<file path="src/rtl/quiz_pkg.sv">
// Shared types and field widths for the quiz arbiter.
// Holds the round state encoding and the lowest-index priority encoder.
package quiz_pkg;

  typedef enum logic [1:0] {
    IDLE    = 2'd0,
    ARMED   = 2'd1,
    LOCKED  = 2'd2,
    TIMEOUT = 2'd3
  } state_e;

  localparam int ID_W_MAX = 4;   // enough for 16 channels
  localparam int SEC_W    = 7;   // seconds field, up to 99
  localparam int PRESC_W  = 16;  // tick prescaler
  localparam int DB_CNT_W = 4;   // debounce run-length counter

  // Lowest set index wins; returns 0 when nothing is set.
  function automatic logic [ID_W_MAX-1:0] prio_enc(input logic [15:0] req);
    logic [ID_W_MAX-1:0] idx;
    idx = '0;
    for (int i = 15; i >= 0; i--) begin
      if (req[i]) idx = ID_W_MAX'(i);
    end
    return idx;
  endfunction

endpackage

</file>
<file path="src/rtl/quiz_arbiter_if.sv">
// Host/button/display signal bundle for quiz_arbiter.
// foul_mask only exists when FOUL_DETECT_EN is defined.
interface quiz_arbiter_if #(
  parameter int CHANNELS = 8
) ();
  import quiz_pkg::*;

  localparam int ID_W = $clog2(CHANNELS);

  logic                host_start;
  logic                host_clear;
  logic [CHANNELS-1:0] btn;
  logic                winner_valid;
  logic [ID_W-1:0]     winner_id;
  logic [SEC_W-1:0]    sec_left;
  logic                timeout;
  logic                armed;
`ifdef FOUL_DETECT_EN
  logic [CHANNELS-1:0] foul_mask;
`endif

  // master: host + button pins; slave: the arbiter
  modport master (
    output host_start, host_clear, btn,
`ifdef FOUL_DETECT_EN
    input  foul_mask,
`endif
    input  winner_valid, winner_id, sec_left, timeout, armed
  );

  modport slave (
    input  host_start, host_clear, btn,
`ifdef FOUL_DETECT_EN
    output foul_mask,
`endif
    output winner_valid, winner_id, sec_left, timeout, armed
  );

endinterface

</file>
<file path="src/rtl/btn_debouncer.sv">
// Single-channel button debouncer sampled on the slow tick.
// Level flips after DEBOUNCE_TICKS consecutive differing samples; press marks a 0->1 flip.
module btn_debouncer
  import quiz_pkg::*;
#(
  parameter int DEBOUNCE_TICKS = 2
) (
  input  logic clk,
  input  logic rst_n,
  input  logic tick,
  input  logic raw,
  output logic level,
  output logic press
);

  localparam logic [DB_CNT_W-1:0] CNT_LAST = DB_CNT_W'(DEBOUNCE_TICKS - 1);

  logic                raw_meta_q, raw_meta_d;
  logic                raw_sync_q, raw_sync_d;
  logic [DB_CNT_W-1:0] cnt_q, cnt_d;
  logic                level_q, level_d;
  logic                press_q, press_d;

  // raw pin is asynchronous, so it is synchronised before being sampled
  always_comb begin
    raw_meta_d = raw;
    raw_sync_d = raw_meta_q;
    cnt_d      = cnt_q;
    level_d    = level_q;
    press_d    = 1'b0;
    if (tick) begin
      if (raw_sync_q != level_q) begin
        if (cnt_q == CNT_LAST) begin
          level_d = ~level_q;
          cnt_d   = '0;
          press_d = ~level_q;
        end else begin
          cnt_d = cnt_q + 1'b1;
        end
      end else begin
        cnt_d = '0;
      end
    end
  end

  always_ff @(posedge clk or negedge rst_n) begin
    if (!rst_n) begin
      raw_meta_q <= 1'b0;
      raw_sync_q <= 1'b0;
      cnt_q      <= '0;
      level_q    <= 1'b0;
      press_q    <= 1'b0;
    end else begin
      raw_meta_q <= raw_meta_d;
      raw_sync_q <= raw_sync_d;
      cnt_q      <= cnt_d;
      level_q    <= level_d;
      press_q    <= press_d;
    end
  end

  assign level = level_q;
  assign press = press_q;

endmodule

</file>
<file path="src/rtl/quiz_arbiter.sv">
// Quiz round arbiter: slow-clock tick recovery, per-channel debounce, first-press grant, countdown.
// Optional FOUL_DETECT_EN adds foul_mask: presses in IDLE are flagged and excluded from the round.
module quiz_arbiter
  import quiz_pkg::*;
#(
  parameter int CHANNELS       = 8,
  parameter int TICK_HZ        = 100,
  parameter int DEBOUNCE_TICKS = 2,
  parameter int ANSWER_SECS    = 30
) (
  input  logic            clk,
  input  logic            rst_n,
  input  logic            slow_clk,
  quiz_arbiter_if.slave   bus
);

  localparam int                  ID_W       = $clog2(CHANNELS);
  localparam logic [SEC_W-1:0]    SECS_INIT  = SEC_W'(ANSWER_SECS);
  localparam logic [PRESC_W-1:0]  PRESC_LAST = PRESC_W'(TICK_HZ - 1);

  logic                slow_meta_q, slow_meta_d;
  logic                slow_sync_q, slow_sync_d;
  logic                slow_prev_q, slow_prev_d;
  logic [1:0]          prime_q, prime_d;
  logic                tick_q, tick_d;
  logic [PRESC_W-1:0]  presc_q, presc_d;
  logic [SEC_W-1:0]    sec_q, sec_d;
  logic [ID_W-1:0]     win_id_q, win_id_d;
  state_e              state_q, state_d;

  logic [CHANNELS-1:0] db_level;
  logic [CHANNELS-1:0] press;
  logic [CHANNELS-1:0] valid_press;
  logic [CHANNELS-1:0] eff_press;

`ifdef FOUL_DETECT_EN
  logic [CHANNELS-1:0] foul_q, foul_d;
`endif

  // Ticks stay blocked until the synchroniser holds real samples,
  // so a slow_clk already high at reset release is not seen as an edge.
  always_comb begin
    slow_meta_d = slow_clk;
    slow_sync_d = slow_meta_q;
    slow_prev_d = slow_sync_q;
    prime_d     = (prime_q == 2'd3) ? prime_q : prime_q + 2'd1;
    tick_d      = slow_sync_q & ~slow_prev_q & (prime_q == 2'd3);
  end

  for (genvar g = 0; g < CHANNELS; g++) begin : g_db
    btn_debouncer #(
      .DEBOUNCE_TICKS (DEBOUNCE_TICKS)
    ) u_db (
      .clk   (clk),
      .rst_n (rst_n),
      .tick  (tick_q),
      .raw   (bus.btn[g]),
      .level (db_level[g]),
      .press (press[g])
    );
  end

  assign valid_press = press & db_level;
`ifdef FOUL_DETECT_EN
  assign eff_press = valid_press & ~foul_q;
`else
  assign eff_press = valid_press;
`endif

  always_comb begin
    state_d  = state_q;
    sec_d    = sec_q;
    presc_d  = presc_q;
    win_id_d = win_id_q;
`ifdef FOUL_DETECT_EN
    foul_d   = foul_q;
`endif
    if (bus.host_clear) begin
      state_d = IDLE;
      sec_d   = '0;
`ifdef FOUL_DETECT_EN
      foul_d  = '0;
`endif
    end else begin
      unique case (state_q)
        IDLE: begin
`ifdef FOUL_DETECT_EN
          foul_d = foul_q | valid_press;
`endif
          if (bus.host_start) begin
            state_d = ARMED;
            sec_d   = SECS_INIT;
            presc_d = '0;
          end
        end
        ARMED: begin
          // a press beats the countdown even on the cycle sec_left would hit 0
          if (|eff_press) begin
            state_d  = LOCKED;
            win_id_d = ID_W'(prio_enc(16'(eff_press)));
          end else if (tick_q) begin
            if (presc_q == PRESC_LAST) begin
              presc_d = '0;
              sec_d   = sec_q - 1'b1;
              if (sec_q == SEC_W'(1)) state_d = TIMEOUT;
            end else begin
              presc_d = presc_q + 1'b1;
            end
          end
        end
        LOCKED, TIMEOUT: begin
        end
        default: state_d = IDLE;
      endcase
    end
  end

  always_ff @(posedge clk or negedge rst_n) begin
    if (!rst_n) begin
      slow_meta_q <= 1'b0;
      slow_sync_q <= 1'b0;
      slow_prev_q <= 1'b0;
      prime_q     <= 2'd0;
      tick_q      <= 1'b0;
      presc_q     <= '0;
      sec_q       <= '0;
      win_id_q    <= '0;
      state_q     <= IDLE;
`ifdef FOUL_DETECT_EN
      foul_q      <= '0;
`endif
    end else begin
      slow_meta_q <= slow_meta_d;
      slow_sync_q <= slow_sync_d;
      slow_prev_q <= slow_prev_d;
      prime_q     <= prime_d;
      tick_q      <= tick_d;
      presc_q     <= presc_d;
      sec_q       <= sec_d;
      win_id_q    <= win_id_d;
      state_q     <= state_d;
`ifdef FOUL_DETECT_EN
      foul_q      <= foul_d;
`endif
    end
  end

  assign bus.winner_valid = (state_q == LOCKED);
  assign bus.timeout      = (state_q == TIMEOUT);
  assign bus.armed        = (state_q == ARMED);
  assign bus.winner_id    = win_id_q;
  assign bus.sec_left     = sec_q;
`ifdef FOUL_DETECT_EN
  assign bus.foul_mask    = foul_q;
`endif

endmodule
</file>
<file path="src/flat_wrapper.sv">
// flat-port wrapper written by rule: the top's interface ports become plain ports
module quiz_arbiter_flat import quiz_pkg::*;
#(
  parameter int CHANNELS       = 8,
  parameter int TICK_HZ        = 100,
  parameter int DEBOUNCE_TICKS = 2,
  parameter int ANSWER_SECS    = 30
)
  (clk, rst_n, slow_clk, bus_host_start, bus_host_clear, bus_btn, bus_winner_valid, bus_winner_id, bus_sec_left, bus_timeout, bus_armed);
  quiz_arbiter_if #(.CHANNELS(CHANNELS)) bus_i ();
  input  logic clk;
  input  logic rst_n;
  input  logic slow_clk;
  input wire logic [$bits(bus_i.host_start)-1:0] bus_host_start;
  input wire logic [$bits(bus_i.host_clear)-1:0] bus_host_clear;
  input wire logic [$bits(bus_i.btn)-1:0] bus_btn;
  output wire logic [$bits(bus_i.winner_valid)-1:0] bus_winner_valid;
  output wire logic [$bits(bus_i.winner_id)-1:0] bus_winner_id;
  output wire logic [$bits(bus_i.sec_left)-1:0] bus_sec_left;
  output wire logic [$bits(bus_i.timeout)-1:0] bus_timeout;
  output wire logic [$bits(bus_i.armed)-1:0] bus_armed;
  assign bus_i.host_start = bus_host_start;
  assign bus_i.host_clear = bus_host_clear;
  assign bus_i.btn = bus_btn;
  assign bus_winner_valid = bus_i.winner_valid;
  assign bus_winner_id = bus_i.winner_id;
  assign bus_sec_left = bus_i.sec_left;
  assign bus_timeout = bus_i.timeout;
  assign bus_armed = bus_i.armed;
  quiz_arbiter #(.CHANNELS(CHANNELS), .TICK_HZ(TICK_HZ), .DEBOUNCE_TICKS(DEBOUNCE_TICKS), .ANSWER_SECS(ANSWER_SECS)) u_core (.clk(clk), .rst_n(rst_n), .slow_clk(slow_clk), .bus(bus_i));
endmodule
</file>
<file path="config.mk">
export PLATFORM = sky130hd
export DESIGN_NAME = quiz_arbiter_flat
export DESIGN_NICKNAME = d
export VERILOG_FILES = /design/src/rtl/quiz_pkg.sv /design/src/rtl/quiz_arbiter_if.sv /design/src/rtl/btn_debouncer.sv /design/src/rtl/quiz_arbiter.sv /design/src/flat_wrapper.sv
export SDC_FILE = /design/constraint.sdc
export NUM_CORES = 1
export LEC_CHECK = 0
export ABC_AREA = 1
export BUFFER_PORTS_ARGS = -buffer_cell sky130_fd_sc_hd__clkbuf_2
export CAP_MARGIN = 20
export CORE_UTILIZATION = 35
export DETAILED_ROUTE_END_ITERATION = 16
export PLACE_DENSITY = 0.53
export SLEW_MARGIN = 20
export SYNTH_ARGS = -nofsm -noshare
export SYNTH_HDL_FRONTEND = slang
export SYNTH_SLANG_ARGS = --single-unit
</file>
<file path="constraint.sdc">
create_clock -name clk -period 1.7 [get_ports clk]
set_input_delay 0.085 -clock clk [delete_from_list [all_inputs] [get_ports clk]]
set_output_delay 0.085 -clock clk [all_outputs]
set_load 0.05 [all_outputs]
</file>
==> results.py <==
metrics = {
    "outcome": {
        "status": "finished, final reports clean",
    },
    "clock_tree": {
        "clk_pin_slew_worst_paths_ns": 0.07,
        "cts_max_path_buffers": 2,
        "htreeDepth": 3,
        "cts_root_buf": "clkbuf_16",
        "cts_buffers": 9,
        "cts_num_sinks": 98,
        "cts_tree": "built",
        "clk_latency_ns": 0.35,
        "post-cts-setup-buffers": 0,
    },
    "synth": {
        "async_reset_ff_share_pct": 100,
        "synth_ff_type": "dfrtp_1",
        "yosysWarnings": 0,
        "synthXorXnorAreaFrac_pct": 6.86,
        "synthAdderAreaFrac_pct": 5.03,
        "syn_area_sq_um": 4980,
        "syn-num-nets": 602,
        "synthCells": 569,
        "netlist.area_leader.share_pct": 49.3,
        "synth_top_family_by_area": "simple AND/OR/NAND/NOR gates",
        "synth_top_cells_by_area": "dfrtp_1 (49%), nand2_1 (9.9%), nor2_1 (5.4%)",
        "synth.avg_cell_area_sq_um": 8.75,
        "synthSimpleGateAreaFrac_pct": 25.3,
        "synth_mux_area_share_pct": 0.427,
        "synth-seq-cells": 98,
        "yosysSeqAreaShare_pct": 49.3,
        "synth_edf_count": 0,
        "synth_compound_area_share_pct": 7.29,
        "synth.distinct_cells": 34,
        "yosysTopAreaCell": "dfrtp_1",
    },
    "floorplan": {
        "rows": 43,
        "ioPinCount": 26,
        "fp.coreArea_sq_um": 13900,
        "dieHeight_microns": 121,
        "die_area_sq_um": 14700,
        "die_w_microns": 121,
        "start_util_pct": 35.8,
    },
    "worst_setup_path": {
        "cp_max_fo": 14,
        "worstPathCellList": "inv_2, nor2_4, buf_4, clkbuf_2",
        "path_class": "reg2out",
        "r2r_start": "u_core.presc_q[0]$_DFFE_PN0P_",
        "startpoint": "u_core.state_q[0]$_DFFE_PN0P_",
        "critical_path.startpoint_type": "flip-flop",
        "crit_slowest_cell": "dfrtp_1",
        "critPathMaxStageDelay_ns": 0.46,
        "worstPathArrival_ns": 1.55,
        "worstPathRequired_ns": 1.62,
        "crit_path_end": "bus_armed",
        "r2r.worst_path.cells": 8,
        "r2r_slack_ns": 0.16,
        "worstReg2RegEnd": "u_core.bus.sec_left[4]$_DFFE_PN0P_",
        "worstSetupEndpointType": "output pin",
    },
    "sta": {
        "rsz0062_at_grt": "no",
        "finalClockSkew_ns": 0.00510,
        "fmax_ghz": 0.610,
        "min_period_ns": 1.64,
        "hold_viol": 0,
        "tightest_slew_ns": 0.452,
        "hold_ws_ns": 0.139,
        "fin_crit_sh_pct": 96.4,
        "slew_headroom_pct": 69.9,
        "slew_viol_final": 0,
        "setup_tns_ns": 0,
        "finalSetupViolCount": 0,
    },
    "pwr": {
        "p_seq_share_pct": 42.9,
        "cellPowerDensity_nw_per_um2": 1340,
        "internal-power_uw": 5190,
        "clockPowerShare_pct": 32.1,
        "p_leak_uw": 0.00276,
        "switchingPower_uw": 2570,
        "swShare_pct": 33.1,
        "pwr-share-comb_pct": 25.0,
        "peakVddDrop_v": 0.000509,
    },
    "drt": {
        "highest_layer": "met4",
        "vias": 3730,
        "ant_nets": 0,
        "met2_length_microns": 4340,
        "wl_met3_microns": 310,
        "drt_wl_total_microns": 9340,
        "vias_per_cell": 4.69,
        "drcViolationCount": 0,
        "wl_met1_microns": 4480,
        "first_iter_violations": 249,
        "wl_per_cell_microns": 11.7,
        "first_pass_iters": 4,
    },
    "cells_and_area": {
        "diodes": 0,
        "layout-drive-gt1-share_pct": 14.3,
        "layout_common_cells": "nand2_1 (131), dfrtp_1 (98), nor2_1 (70)",
        "fin_nets": 644,
        "final_common_cell": "nand2_1",
        "area_growth_pct": 16.7,
    },
    "grt": {
        "grt_pass1_vias": 3557,
        "grt_pass1_wl_microns": 16300,
        "grt_use_total_pct": 14.1,
        "grt-ovfl-total": 0,
        "grt_max_degree": 84,
        "antenna_found_initial": 0,
    },
    "job": {
        "drv_cap": 0,
    },
    "placement": {
        "globalplace.congestion": 0.798,
        "io_buffers": 25,
        "hpwl_microns": 6680,
    },
    "min_path": {
        "worstHoldPathType": "in2async",
    },
}
per-layer routing:
metal / vias to the layer above / GRT usage (%)
li1: 1909 / -
met1: 1760 / 17.9
met2: 49 / 22.8
met3: 12 / 2.82
met4: 0 / 7.25
met5: - / 0
metrics by stage:
step	instances	power (uW)	utilization [%]	cell area, sq um	setup WS [ns]
finish	796	7750	41.8	5810	0.0614
global route	796	8290	41.8	5810	0.0126
CTS	796	7870	41.7	5790	0.0485
detailed placement	769	5300	38.3	5320	0.106
global placement	769	5220	38.3	5320	0.0896
floorplan	569	4810	-	4980	0.133
final cells by class:
type                       instances  area (sq um)
inverter                          56           210
clock buffer                      11           243
tap                              180           225
timing repair buffer              43           303
sequential                        98          2450
multi-input combinational        403          2250
clock inverter                     5           125
fill                            1391          8070
power groups by stage:
stage               clock (uW)  sequential [uW]  combinational [uW]
global route              2650             3410                2240
CTS                       2580             3320                1960
finish                    2490             3320                1940
floorplan                    0             3390                1420
global placement             0             3330                1880
detailed placement           0             3360                1940
sequential cells by signal, indices dropped and copies added, names as in the netlist, 3 cells and up:
name and cells:
u_core.bus.sec_left 7, u_core.g_db.u_db.raw_meta_q 8, u_core.g_db.u_db.raw_sync_q 8, u_core.presc_q 16, u_core.g_db.u_db.press 8, u_core.bus.winner_id 3, u_core.g_db.u_db.level 8, u_core.g_db.u_db.cnt_q 32
cell families after synthesis:
group / count (synthesis)
flops: 98
buf+inv: 68
simple gates: 285
xor+xnor: 39
compound gates: 57
fa+ha+maj: 20
mux: 2
how the worst min path moves through the flow:
stage	endpoint	slack, ns
after floorplan	u_core.bus.sec_left[0]$_DFFE_PN0P_	-0.21
after global placement	u_core.bus.sec_left[1]$_DFFE_PN0P_	-0.03
after detailed placement	u_core.bus.sec_left[3]$_DFFE_PN0P_	-0.02
after CTS	u_core.presc_q[13]$_DFFE_PN0P_	0.14
after global routing	u_core.presc_q[11]$_DFFE_PN0P_	0.16
final	u_core.bus.sec_left[2]$_DFFE_PN0P_	0.14
timing repair:
item | CTS | global route
hold buffers | 11 | 0
resized for setup | 0 | 3
endpoints found under the hold margin | 25 | 0
endpoints found under the setup margin | 0 | 15
worst max-delay path, delay by kind of cell (launching register included):
| kind | cells | cell delay (ns) |
|---|---|---|
| flops | 1 | 0.46 |
| simple gates | 1 | 0.12 |
| buf+inv | 3 | 0.62 |
cells in the mapped netlist (4+ instances only):
cell	n
o21ai_2	16
xnor2_1	14
nand2_2	8
xor2_1	25
nand3_1	45
buf_2	8
a21oi_1	12
inv_1	53
ha_1	20
dfrtp_1	98
o22ai_1	8
nor2_1	71
nand4_1	13
o21ai_0	14
nand2_1	131
nor2_2	4
(Power assumes the default switching activity.)
